--- src/rtl/serial_subtractor_if.sv ---
// Handshake/operand bundle for serial_subtractor.
// The V port exists only when SUB_OVERFLOW_EN is defined.
interface serial_subtractor_if #(
  parameter int data_width = 8
);
  logic                  start;
  logic [data_width-1:0] A;
  logic [data_width-1:0] B;
  logic                  B_in;
  logic                  busy;
  logic                  done;
  logic [data_width-1:0] Diff;
  logic                  B_out;
`ifdef SUB_OVERFLOW_EN
  logic                  V;
`endif

  // Requester side: drives the operands, observes the result.
  modport master (
    output start, A, B, B_in,
    input  busy, done, Diff, B_out
`ifdef SUB_OVERFLOW_EN
    , input V
`endif
  );

  // Subtractor side.
  modport slave (
    input  start, A, B, B_in,
    output busy, done, Diff, B_out
`ifdef SUB_OVERFLOW_EN
    , output V
`endif
  );
endinterface

--- src/rtl/serial_subtractor.sv ---
// Bit-serial subtractor: Diff = A - B - B_in, one bit per clock, LSB first.
// A single full-subtractor cell walks the borrow over data_width cycles.
// Optional signed-overflow output V is built when SUB_OVERFLOW_EN is defined.
module serial_subtractor #(
  parameter int data_width = 8
) (
  input  logic               clk,
  input  logic               rst,
  serial_subtractor_if.slave bus
);
  localparam int cnt_w = $clog2(data_width) + 1;

  typedef enum logic [1:0] {IDLE, RUN, DONE} state_t;

  state_t                state, state_next;
  logic [data_width-1:0] a_sr, b_sr, d_sr;
  logic [data_width-1:0] diff_q;
  logic                  bw, bout_q;
  logic [cnt_w-1:0]      cnt;
  logic                  busy_c, done_c;
  logic                  accept, last_bit;
  logic                  a, b, d, bw_next;
`ifdef SUB_OVERFLOW_EN
  logic                  a_msb, b_msb, v_q;
`endif

  // start is honoured only outside RUN; a re-request mid-operation is dropped.
  assign accept   = bus.start && (state != RUN);
  assign last_bit = (cnt == cnt_w'(data_width - 1));

  // Full-subtractor cell on the current LSBs.
  assign a       = a_sr[0];
  assign b       = b_sr[0];
  assign d       = a ^ b ^ bw;
  assign bw_next = (~a & b) | (~(a ^ b) & bw);

  // State register.
  // NOTE: sequential state uses non-blocking assignments so every flop samples pre-edge values.
  always_ff @(posedge clk or posedge rst) begin
    if (rst) state <= IDLE;
    else     state <= state_next;
  end

  // Next-state and status outputs.
  // NOTE: every output of this block gets a default first, so no path can infer a latch.
  always_comb begin
    state_next = state;
    busy_c     = 1'b0;
    done_c     = 1'b0;
    unique case (state)
      IDLE: if (accept) state_next = RUN;
      RUN: begin
        busy_c = 1'b1;
        if (last_bit) state_next = DONE;
      end
      DONE: begin
        done_c     = 1'b1;
        state_next = accept ? RUN : IDLE;
      end
      default: state_next = IDLE;
    endcase
  end

  // Operand latch, bit-serial datapath and result registers.
  // NOTE: the shift registers are reset too, so an aborted operation leaves nothing behind.
  always_ff @(posedge clk or posedge rst) begin
    if (rst) begin
      a_sr   <= '0;
      b_sr   <= '0;
      d_sr   <= '0;
      bw     <= 1'b0;
      cnt    <= '0;
      diff_q <= '0;
      bout_q <= 1'b0;
`ifdef SUB_OVERFLOW_EN
      a_msb  <= 1'b0;
      b_msb  <= 1'b0;
      v_q    <= 1'b0;
`endif
    end else if (accept) begin
      a_sr <= bus.A;
      b_sr <= bus.B;
      bw   <= bus.B_in;
      cnt  <= '0;
`ifdef SUB_OVERFLOW_EN
      // Sign bits are kept aside because a_sr/b_sr are consumed by the shift.
      a_msb <= bus.A[data_width-1];
      b_msb <= bus.B[data_width-1];
`endif
    end else if (state == RUN) begin
      a_sr <= a_sr >> 1;
      b_sr <= b_sr >> 1;
      d_sr <= {d, d_sr[data_width-1:1]};
      bw   <= bw_next;
      cnt  <= cnt + 1'b1;
      if (last_bit) begin
        diff_q <= {d, d_sr[data_width-1:1]};
        bout_q <= bw_next;
`ifdef SUB_OVERFLOW_EN
        // d is the result MSB on the final bit; B_in plays no part in V.
        v_q <= (a_msb != b_msb) && (d != a_msb);
`endif
      end
    end
  end

  assign bus.busy  = busy_c;
  assign bus.done  = done_c;
  assign bus.Diff  = diff_q;
  assign bus.B_out = bout_q;
`ifdef SUB_OVERFLOW_EN
  assign bus.V     = v_q;
`endif
endmodule

--- src/flat_wrapper.sv ---
// flat-port wrapper written by rule: the top's interface ports become plain ports
module serial_subtractor_flat 
#(
  parameter int data_width = 8
)
  (clk, rst, bus_start, bus_A, bus_B, bus_B_in, bus_busy, bus_done, bus_Diff, bus_B_out);
  serial_subtractor_if #(.data_width(data_width)) bus_i ();
  input  logic clk;
  input  logic rst;
  input wire logic [$bits(bus_i.start)-1:0] bus_start;
  input wire logic [$bits(bus_i.A)-1:0] bus_A;
  input wire logic [$bits(bus_i.B)-1:0] bus_B;
  input wire logic [$bits(bus_i.B_in)-1:0] bus_B_in;
  output wire logic [$bits(bus_i.busy)-1:0] bus_busy;
  output wire logic [$bits(bus_i.done)-1:0] bus_done;
  output wire logic [$bits(bus_i.Diff)-1:0] bus_Diff;
  output wire logic [$bits(bus_i.B_out)-1:0] bus_B_out;
  assign bus_i.start = bus_start;
  assign bus_i.A = bus_A;
  assign bus_i.B = bus_B;
  assign bus_i.B_in = bus_B_in;
  assign bus_busy = bus_i.busy;
  assign bus_done = bus_i.done;
  assign bus_Diff = bus_i.Diff;
  assign bus_B_out = bus_i.B_out;
  serial_subtractor #(.data_width(data_width)) u_core (.clk(clk), .rst(rst), .bus(bus_i));
endmodule
--- config.mk ---
export PLATFORM = sky130hd
export DESIGN_NAME = serial_subtractor_flat
export DESIGN_NICKNAME = d
export VERILOG_FILES = /design/src/rtl/serial_subtractor_if.sv /design/src/rtl/serial_subtractor.sv /design/src/flat_wrapper.sv
export SDC_FILE = /design/constraint.sdc
export NUM_CORES = 1
export LEC_CHECK = 0
export CAP_MARGIN = 20
export CORE_ASPECT_RATIO = 0.6
export CORE_MARGIN = 3
export CORE_UTILIZATION = 40
export DETAILED_ROUTE_END_ITERATION = 10
export GPL_TIMING_DRIVEN = 0
export PLACE_DENSITY = 0.66
export SLEW_MARGIN = 20
export SYNTH_ARGS = -nofsm -noshare
export SYNTH_HDL_FRONTEND = slang
export SYNTH_SLANG_ARGS = --single-unit
--- constraint.sdc ---
create_clock -name clk -period 1.35 [get_ports clk]
set_input_delay 0.135 -clock clk [delete_from_list [all_inputs] [get_ports clk]]
set_output_delay 0.135 -clock clk [all_outputs]
set_load 0.005 [all_outputs]
== Yosys cells after proc, flatten, opt, wreduce, memory -nomap -nowiden ==
Cells that the tools add are included.

* Register bits: 40
* Bits in latches: 0
* RAM bits: 0
* Memory bits (read-only): 0
* Bits of input ports: 20
* Output and inout port bits: 11
* Word-level logic and storage cells: 43
* Memories kept: 0

* Add/subtract/negate cells: 1
* Multiply operators: 0
* Div/mod/pow operators: 0
* Magnitude comparators: 0
* Equality and inequality tests: 6
* Shifts and indexed selects: 0
* Multiplexer cells: 14
* Bitwise operators: 8
* Reduce and logical (&&, ||, !) cells: 6

{| class="wikitable"
|+ Operators with widths
! cell !! number
|-
| two-way mux 8 bit || 4
|-
| two-way mux 4 bit || 2
|-
| inequality test 2 x 1 -> 1 bit, second input constant || 3
|-
| one-hot mux 2 bit (3 select lines) || 1
|-
| two-way mux 1 bit || 5
|-
| adder 4 x 1 -> 4 bit, second input constant || 1
|-
| == test 4 x 3 -> 1 bit, second input constant || 1
|-
| two-way mux 2 bit || 2
|-
| AND reduction 2 bit || 2
|-
| NOT 1 bit || 3
|-
| AND reduction 3 bit || 1
|-
| bitwise AND 1 bit || 2
|-
| == test 2 x 1 -> 1 bit, second input constant || 1
|-
| == test 2 bit, second input constant || 1
|-
| zero test 2 bit || 1
|-
| nonzero test 2 bit || 1
|-
| XOR 1 bit || 2
|-
| logical AND 1 bit || 1
|-
| OR 1 bit || 1
|}

== Depth between registers and ports, before layout ==
* Depth after elaboration: 6
* Depth in mapped cells: 6
* Depth with buffers taken out: 4

== Worst setup path after synthesis ==
OpenSTA, ideal clock, no wires.

* Path kind: reg-to-reg
* Start point: reg u_core.state[1]
* End point: reg u_core.diff_q[0] (netlist: u_core.bus.Diff[0])
* Library setup time: 0.125 ns
* Arrival: 1.331 ns
* Required time: 1.225 ns
* Path slack: -0.105 ns
* Cell stages (with the launch flop): 5
* Clock period less this slack: 1.455 ns
* Cell sequence: dfrtp_1 nand2b_1 buf_6 nor3_4 mux2_2

* Longest elaborated chain between the ends: 4

{| class="wikitable"
|+ RTL lines
! item !! RTL line !! text
|-
| start, declared || serial_subtractor.sv:15 || <nowiki>state_t state, state_next;</nowiki>
|-
| start signal, assigned || serial_subtractor.sv:41 || <nowiki>else state <= state_next;</nowiki>
|-
| inequality test 2 x 1 -> 1 bit || serial_subtractor.sv:28 || <nowiki>assign accept = bus.start && (state != RUN);</nowiki>
|-
| logical AND 1 bit || serial_subtractor.sv:28 ||
|-
| NOT 1 bit (no line) || - ||
|-
| AND reduction 3 bit (no line) * || - ||
|-
| end signal, assigned || serial_subtractor.sv:97 || <nowiki>diff_q <= {d, d_sr[data_width-1:1]};</nowiki>
|-
| end, declared || serial_subtractor.sv:17 || <nowiki>logic [data_width-1:0] diff_q;</nowiki>
|}

Every way passes the cells marked *; elsewhere a longest branch is shown, timed or not.
A chain may end at the register's enable or synchronous reset.

== Worst setup path in the final report ==
* Start point: reg u_core.cnt[0]
* End point: reg u_core.diff_q[3] (netlist: u_core.bus.Diff[3])

* Longest elaborated chain between the ends: 2

{| class="wikitable"
|+ RTL lines
! item !! RTL line !! text
|-
| start, declared || serial_subtractor.sv:19 || <nowiki>logic [cnt_w-1:0] cnt;</nowiki>
|-
| start signal, assigned || serial_subtractor.sv:95 || <nowiki>cnt <= cnt + 1'b1;</nowiki>
|-
| == test 4 x 3 -> 1 bit || serial_subtractor.sv:29 || <nowiki>assign last_bit = (cnt == cnt_w'(data_width - 1));</nowiki>
|-
| AND reduction 3 bit (no line) || - ||
|}

No other way between the ends.

==> flow_summary_export.csv <==
group,metric,value,unit
timing,max_slew_margin,47.4,%
logic_synthesis,synth_fa_ha_area_share,1.94,%
logic_synthesis,synth-seq-area-share,58.3,%
timing,setup_viol,8,
routing,firstDrtPassIters,4,
routing,postRouteAntennaNets,0,
power,clockPowerShare,18.3,%
placed_design,place_area,2040,sq um
floorplan,die_x,89.5,um
cts,clock_path_buffers,2,
timing,hold_viol_final,0,
power,p_leak,1.07,nW
logic_synthesis,async_reset_ff_share,100,%
routing,vias,1196,
global_route,grt_overflow,0,
cts,ctsHoldBuffers,0,
logic_synthesis,synth_flop_cell,"dfrtp_1",
cts,cts_tree,"yes",
critical_path,end_kind,"flip-flop",
placed_design,dp_hpwl,2320,um
global_route,grt_max_degree,40,
power,internal_power,3.12,mW
floorplan,core_area,3850,sq um
cells_and_area,drive_gt1_share,18.9,%
critical_path,crit_fanout,10,
logic_synthesis,synth_compound_area_share,6.88,%
cts,insertion_delay,0.29,ns
routing,wire_per_inst,13.9,um
cells_and_area,nNetsFinal,217,
global_route,antenna_found_initial,0,
global_route,track_usage,15.9,%
logic_synthesis,synth_top_cell_by_area,"dfrtp_1",
cells_and_area,areaGrowthSynthToFinish,34.3,%
critical_path,slowest_delay,0.38,ns
floorplan,die_h,56.1,um
critical_path,rr_worst_depth,5,
logic_synthesis,ys_types,22,
critical_path,crit_path_start,"u_core.cnt[0]",
power,power_switching,1.60,mW
timing,fin_crit,1.48,ns
placed_design,gp_congestion,0.722,
global_route,grt_pass1_wl,6090,um
routing,drt_iter0_drc,47,
floorplan,dieArea,5020,sq um
cts,path_clk_slew,0.08,ns
logic_synthesis,synth_warnings,0,
power,seqPwrFrac,41.8,%
critical_path,setup.worst_path.class,"reg -> reg",
logic_synthesis,yosysMostFrequentCell,"nand2_1",
cts,clock_sinks,39,
timing,tightest_slew,0.788,ns
logic_synthesis,synthXorXnorAreaFrac,0,%
cells_and_area,fin_util,58.4,%
logic_synthesis,synthSimpleGateAreaFrac,12.4,%
critical_path,critPathArrivalTime,1.65,ns
placed_design,io_buffers,29,
logic_synthesis,synthesis.nets,174,
placed_design,dp.cells,238,
logic_synthesis,synthMuxAreaShare,16.8,%
power,comb_power_share,39.9,%
job,maxCapViolations,0,
power,swShare,33.9,%
logic_synthesis,ys_seq_elements,39,
cells_and_area,final_area,2250,sq um
timing,timing.fmax,0.675,GHz
critical_path,cpMaxStageDelayCell,"dfrtp_1",
power,powerDensity,2100,nW/um^2
critical_path,r2r-end,"u_core.bus.Diff[3]",
timing,finClkSkew,0.00604,ns
critical_path,crit_path_end,"u_core.bus.Diff[3]",
timing,drv_slew,0,
logic_synthesis,postSynthAreaPerCell,11.0,sq um
logic_synthesis,synth_top_area_share,58.3,%
logic_synthesis,yosys-top-cells-count,"nand2_1 (40), dfrtp_1 (39), mux2i_1 (18), o21ai_0 (18), mux2_2 (9)",
floorplan,start_util,43.5,%
critical_path,worstPathCellList,"ha_2 -> nand2_2 -> nor3_4 -> buf_12 -> mux2_2",
timing,worst_slack,-0.130,ns
routing,drcViolationCount,0,
global_route,grt_pass1_vias,1284,
timing,setup_tns,-0.979,ns
logic_synthesis,syn_area,1670,sq um
critical_path,r2r-start,"u_core.cnt[0]",
status,status,"complete, but fails checks",
logic_synthesis,synth-edff-count,0,
routing,viasPerCell,4.73,
cts,root_buffer,"clkbuf_8",
floorplan,num_io_pins,31,
critical_path,start_kind,"flip-flop",
cts,numCtsBuffers,5,
power,ir_worst_vdd,872,uV
logic_synthesis,synth_top_family_by_area,"multiplexers",
cts,cts_max_level,2,
critical_path,ff2ff_setup_slack,-0.13,ns
timing,fin_crit_sh,110,%
status,violations,"negative setup slack",
floorplan,rows,17,
timing,rsz0062_at_grt,"true",
routing,totalWireLength,3510,um
critical_path,required,1.52,ns
cells_and_area,diodes,0,
logic_synthesis,synth.top_cells.by_area,"dfrtp_1 (58%), mux2i_1 (11%), nand2_1 (9.0%)",
cells_and_area,fin_cells,253,
logic_synthesis,postSynthCellCount,152,
hold_path,hold_path.class,"in -> async",
==> critical path: cells and delay by family, from the launching register on <==
kind                       cells  cell delay [ns]
adders and majority gates      1             0.21
muxes                          1             0.34
DFF                            1             0.38
buffers and inverters          1             0.16
and+or+nand+nor                2             0.28
==> registers in the layout, indices dropped and copies added, names as in the netlist <==
name,count
u_core.a_sr,8
u_core.b_sr,8
u_core.bus.B_out,1
u_core.bus.Diff,8
u_core.bw,1
u_core.cnt,4
u_core.d_sr,7
u_core.state,2
==> stage by stage <==
stage / worst slack, ns / hold WS (ns) / power (mW)
5_1_grt: -0.186 / 0.364 / 5.12
3_3_place_gp: -0.552 / 0.458 / 3.47
2_1_floorplan: -0.105 / 0.291 / 2.90
4_1_cts: -0.151 / 0.320 / 4.65
3_5_place_dp: -0.563 / 0.461 / 3.55
6_report: -0.130 / 0.313 / 4.71
==> routing by layer <==
metal	GRT usage (%)	routed length, um	vias to the layer above
met5	0	0	-
met4	4.67	27	0
met3	5.03	130	4
met2	23.8	1680	21
met1	22.1	1670	579
li1	-	-	592
==> kinds of logic (layout without fill, tap and decap cells) <==
logic type	after synthesis	in the layout
multiplexers	27	27
buffers and inverters	14	58
adder cells (fa/ha/maj)	2	2
flip-flops	39	39
AO/OA/AOI/OAI	21	21
AND/OR/NAND/NOR	49	49
==> power by group through the flow <==
stage | clock network, mW | logic (mW) | registers, mW
floorplan | 0 | 0.983 | 1.92
global placement | 0 | 1.51 | 1.96
detailed placement | 0 | 1.57 | 1.98
CTS | 0.871 | 1.81 | 1.97
global route | 0.943 | 2.12 | 2.05
finish | 0.862 | 1.88 | 1.97
==> cell type report <==
cell class,count,area [sq um]
buffer,7,43.8
multi-input combinational,99,649
sequential,39,976
fill,326,1600
timing repair buffer,37,373
tap,57,71.3
inverter,6,35.0
clock buffer,8,100
==> how the worst min path moves through the flow <==
stage	startpoint	to	slack, ns	depth (start not counted)
after floorplan	bus_A[7]	u_core.a_sr[7]	0.29	2
after global placement	u_core.d_sr[1]	u_core.d_sr[1]	0.46	2
after detailed placement	u_core.d_sr[1]	u_core.d_sr[1]	0.46	2
final	rst	u_core.bus.Diff[3]	0.31	2
after global routing	bus_start	u_core.a_sr[2]	0.36	3
after CTS	bus_start	u_core.a_sr[5]	0.32	3
==> layout by cell type (no fill, tap or decap) <==
master,count
ha_2,1
nand2_1,39
dfrtp_1,39
o21ai_0,18
buf_12,2
nand3_1,2
a21oi_1,1
buf_2,1
clkbuf_2,5
nor3_4,1
buf_4,5
dlygate4sd2_1,1
nor2_1,2
inv_1,4
nand2b_4,1
buf_8,1
mux2i_1,18
nand2_2,1
clkinv_8,1
fa_1,1
o211a_1,1
clkbuf_1,2
a311o_1,1
nor2b_1,1
and3_1,1
inv_2,1
mux2_2,9
clkdlybuf4s50_1,27
clkbuf_8,7
nor3_1,1
buf_6,1
==> what timing repair did <==
item	CTS	global route
endpoints found under the setup margin	37	29
buffers inserted	4	4
resized for setup	13	8
pin swaps	1	0
No activity file was read; power rests on OpenSTA's default activity.
